`config.mk`:
```
export PLATFORM = sky130hd
export DESIGN_NAME = pedal_chain_sequencer
export DESIGN_NICKNAME = d
export VERILOG_FILES = /design/src/rtl/pedal_chain_sequencer.sv
export SDC_FILE = /design/constraint.sdc
export NUM_CORES = 1
export LEC_CHECK = 0
export CAP_MARGIN = 10
export CORE_ASPECT_RATIO = 0.5
export CORE_MARGIN = 2
export CORE_UTILIZATION = 43
export CTS_CLUSTER_DIAMETER = 100
export DETAILED_ROUTE_END_ITERATION = 10
export GPL_TIMING_DRIVEN = 0
export PLACE_DENSITY = 0.8
export SKIP_CTS_REPAIR_TIMING = 1
export SYNTH_ARGS = -nofsm -noshare
export SYNTH_HDL_FRONTEND = slang
export SYNTH_SLANG_ARGS = --single-unit
```
`constraint.sdc`:
```
create_clock -name Clk -period 2.6 [get_ports Clk]
set_input_delay 0.52 -clock Clk [delete_from_list [all_inputs] [get_ports Clk]]
set_output_delay 0.52 -clock Clk [all_outputs]
set_load 0.01 [all_outputs]
```
`src/rtl/pedal_chain_sequencer.sv`:
```
// Per-sample scheduler for the effect-pedal chain: walks the stages in order and
// hands the running frame to each enabled stage over a shared bus.
module pedal_chain_sequencer #(
  parameter int DATA_W         = 16,
  parameter int NUM_STAGES     = 4,
  parameter int TIMEOUT_CYCLES = 1024,
  localparam int IDX_W         = (NUM_STAGES > 1) ? $clog2(NUM_STAGES) : 1
) (
  input  logic                         Clk,
  input  logic                         Reset,
  input  logic                         sample_valid,
  input  logic [DATA_W-1:0]            Signal_in,
  input  logic [NUM_STAGES-1:0]        enables,
  input  logic                         clear_flags,
  output logic [DATA_W-1:0]            stage_in,
  output logic [NUM_STAGES-1:0]        stage_start,
  input  logic [NUM_STAGES-1:0]        stage_done,
  input  logic [NUM_STAGES*DATA_W-1:0] stage_out,
  output logic [DATA_W-1:0]            Signal_out,
  output logic                         out_valid,
  output logic                         busy,
  output logic                         overrun,
  output logic                         timeout_err,
  output logic [IDX_W-1:0]             timeout_stage
);

  localparam int CNT_W = $clog2(TIMEOUT_CYCLES);

  typedef enum logic [2:0] {IDLE, ISSUE, WAIT, NEXT, OUTPUT} state_t;

  state_t              state;
  logic [IDX_W-1:0]    idx;
  logic [DATA_W-1:0]   frame;
  logic [CNT_W-1:0]    cnt;

  logic                sel_en;
  logic                sel_done;
  logic [DATA_W-1:0]   sel_out;
  logic                last_stage;
  logic                timeout_hit;

  // Only the stage currently addressed by idx is ever looked at.
  always_comb begin
    // NOTE: every output gets a default first, so no path can infer a latch.
    sel_en   = 1'b0;
    sel_done = 1'b0;
    sel_out  = '0;
    for (int k = 0; k < NUM_STAGES; k++) begin
      if (idx == IDX_W'(k)) begin
        sel_en   = enables[k];
        sel_done = stage_done[k];
        sel_out  = stage_out[k*DATA_W +: DATA_W];
      end
    end
  end

  assign last_stage  = (idx == IDX_W'(NUM_STAGES - 1));
  assign timeout_hit = (cnt == CNT_W'(TIMEOUT_CYCLES - 1));
  assign stage_in    = frame;
  assign busy        = (state != IDLE);

  always_ff @(posedge Clk or posedge Reset) begin
    if (Reset) begin
      state         <= IDLE;
      idx           <= '0;
      frame         <= '0;
      cnt           <= '0;
      stage_start   <= '0;
      Signal_out    <= '0;
      out_valid     <= 1'b0;
      overrun       <= 1'b0;
      timeout_err   <= 1'b0;
      timeout_stage <= '0;
    end else begin
      // NOTE: non-blocking throughout; every branch below sees pre-edge values.
      out_valid <= 1'b0;

      // Clear is written first so a set on the same edge overrides it.
      if (clear_flags) begin
        overrun     <= 1'b0;
        timeout_err <= 1'b0;
      end
      if (sample_valid && state != IDLE) overrun <= 1'b1;

      case (state)
        IDLE: begin
          if (sample_valid) begin
            frame <= Signal_in;
            idx   <= '0;
            state <= ISSUE;
          end
        end
        ISSUE: begin
          if (sel_en) begin
            stage_start <= NUM_STAGES'(1) << idx;
            cnt         <= '0;
            state       <= WAIT;
          end else begin
            state <= NEXT;
          end
        end
        WAIT: begin
          // A done arriving on the timeout edge still counts as a completion.
          if (sel_done) begin
            frame       <= sel_out;
            stage_start <= '0;
            state       <= NEXT;
          end else if (timeout_hit) begin
            stage_start   <= '0;
            timeout_err   <= 1'b1;
            timeout_stage <= idx;
            state         <= NEXT;
          end else begin
            cnt <= cnt + CNT_W'(1);
          end
        end
        NEXT: begin
          if (last_stage) begin
            Signal_out <= frame;
            out_valid  <= 1'b1;
            state      <= OUTPUT;
          end else begin
            idx   <= idx + IDX_W'(1);
            state <= ISSUE;
          end
        end
        OUTPUT:  state <= IDLE;
        default: state <= IDLE;
      endcase
    end
  end

endmodule

```
==> impl_metrics.toml <==
[final_layout]
utilization_pct = 66.4
nets = 598
fin_cells = 597
layout_common_cells = "133 x clkdlybuf4s50_1, 60 x nand2_1, 56 x dfrtp_1, 35 x a21oi_1, 28 x inv_1"
final_cell_area_um2 = 4840
syn_to_final_growth_pct = 49.9
diodes = 0
drive_gt1_share_pct = 4.59
final_common_cell = "clkdlybuf4s50_1"

[logic_synthesis]
synthFlopType = "dfrtp_1"
syn_area_per_cell_um2 = 8.97
syn_area_um2 = 3230
synth_seq_cells = 56
synth_warnings = 0
ys_top_cells_by_area = "dfrtp_1 43%, nand2_1 7.0%, mux2_1 5.6%"
netlist_instances = 360
seq_area_frac_synth_pct = 43.4
synth_nets = 457
synth_top_area_share_pct = 43.4
synth_cell_types = 58
synth_edf_count = 0
async_flop_share_pct = 100
synth_top_area_cell = "dfrtp_1"

[clock_tree]
clock_path_buffers = 2
cts_sinks = 56
clk_latency_ns = 0.30
h-tree-depth = 2
cts_tree = "yes"
numCtsBuffers = 5
cts_root_buf = "clkbuf_16"
clkTransAtPathRegs_ns = 0.07

[min_path]
whs_path_depth = 1
hold_path.startpoint = "stage_start[3]"
hp-class = "flip-flop to flip-flop"
holdPathEnd = "stage_start[3]"

[global_routing]
grt_pass1_wl_mm = 16.4
grt_max_degree = 43
grt_pass1_vias = 3186
grt_overflow = 0
grt_usage_pct = 25.4
antenna_found_initial = 0

[worst_setup_path]
worstPathArrival_ns = 2.58
crit_fanout = 10
rr_worst_depth = 9
r2r-end = "stage_in[5]"
path_cells = "inv_1 > ha_1 > buf_2 > nor2b_1 > o21ai_1 > nand2_2 > o21ai_4 > buf_6 > mux2_1"
critPathSlowestCell = "dfrtp_1"
cp.required_ns = 2.78
critPathBufInv = 3
cp_slowest_stage_delay_ns = 0.43
setup.worst_path.end_class = "flip-flop"
startpoint_type = "flip-flop"
r2r_start = "idx[0]"
critPathTopFamily = "buffers and inverters"
rrSetupSlack_ns = 0.21
worstSetupPathType = "flip-flop to flip-flop"

[detailed_routing]
ant_nets = 0
wire_per_inst_um = 17.1
maxUsedRoutingLayer = "met4"
dr_wl_met3_um = 590
wirelength_mm = 10.2
avgViaCountPerCell = 5.54
wl_met2_mm = 4.98
vias = 3306
drc_errors = 0
wl_met1_mm = 4.55
drtIter0Drc = 179
firstDrtPassIters = 4

[power]
power_frac_seq_pct = 28.3
intPower_mw = 2.93
finalPower_mw = 4.97
p_leak_nw = 2.16
p_sw_share_pct = 41.0
p_comb_share_pct = 58.5
ir_worst_vdd_v = 0.000502
p_sw_mw = 2.04
p_per_area_nw_per_um2 = 1030
p_clk_share_pct = 13.2

[floorplan]
start_util_pct = 44.3
core_um2 = 7290
die_w_um = 127
dieArea_um2 = 8260
die_y_um = 65.3
rows = 22
io_pins = 134

[timing]
timing.fmax_mhz = 418
rsz0062_at_grt = "no"
tns_ns = 0
relSlewSlack_pct = 59.9
worst_clock_skew_ns = 0.00428
tightest_slew_ns = 0.601
hold_slack_ns = 0.476
hold_viol = 0
maxSlewViolCount = 0
period_needed_ns = 2.39
period_share_pct = 92.0
final-setup-viol-count = 0
layout_setup_ws_ns = 0.208

[flow_run]
maxCapViolCount = 0

[run_status]
status = "completed"

[placed_design]
preCtsSetupSlack_ns = 0.105
hpwl_mm = 7.70
placed_cell_area_um2 = 4700
dp_cells = 590
gp_congestion = 0.875
port_buffers = 133
[power by group through the flow]
| stage | clock network, mW | logic (mW) | registers, mW |
|---|---|---|---|
| floorplan | 0 | 1.59 | 1.51 |
| finish | 0.654 | 2.90 | 1.41 |
| CTS | 0.666 | 2.89 | 1.41 |
| global placement | 0 | 2.83 | 1.41 |
| global route | 0.711 | 3.15 | 1.45 |
| detailed placement | 0 | 2.87 | 1.41 |
[Yosys cell counts (all sizes together), types with 4 or more instances]
cell type,n
a211o,17
a21oi,35
a221oi,19
buf,9
clkbuf,13
dfrtp,56
ha,5
inv,29
mux2,18
nand2,61
nand3,9
nor2,23
nor2b,4
o21ai,9
[how the worst max path moves through the flow]
stage	from	cells past startpoint	to
3_3_place_gp	Reset	2	Signal_out[6]
3_5_place_dp	stage_done[2]	7	stage_in[8]
4_1_cts	idx[0]	9	stage_in[8]
5_1_grt	idx[1]	7	stage_start[2]
6_report	idx[0]	9	stage_in[5]
2_1_floorplan	idx[0]	9	stage_in[0]
[worst reg2reg max path: stages, from the launching register on]
cell and delay [ns]:
dfrtp_1 0.43, inv_1 0.09, ha_1 0.21, buf_2 0.19
nor2b_1 0.16, o21ai_1 0.19, nand2_2 0.14, o21ai_4 0.32
buf_6 0.22, mux2_1 0.33
[metal layers]
layer	GRT usage, %	vias up
li1	-	1569
met1	32.1	1621
met2	44.8	103
met3	5.62	13
met4	6.59	0
met5	0	-
[area by class of cell]
type | count | area, µm²
inverter | 30 | 113
clock buffer | 6 | 129
multi-input combinational | 252 | 1620
clock inverter | 1 | 5.00
fill | 599 | 2450
timing repair buffer | 134 | 1350
buffer | 22 | 105
tap | 96 | 120
sequential | 56 | 1400
[kinds of logic after synthesis]
family	Yosys count	synth area share, %
adder cells (fa/ha/maj)	5	1.94
flip-flops	56	43.4
AND/OR/NAND/NOR	119	16.5
AO/OA/AOI/OAI	109	24.8
buffers and inverters	52	6.74
multiplexers	19	6.58
[registers in the layout (all words and copies together), names as in the netlist]
signal         cells
Signal_out        16
cnt               10
idx                2
out_valid          1
overrun            1
stage_in          16
stage_start        4
state              3
timeout_err        1
timeout_stage      2
Power figures use the tool's default switching activity.
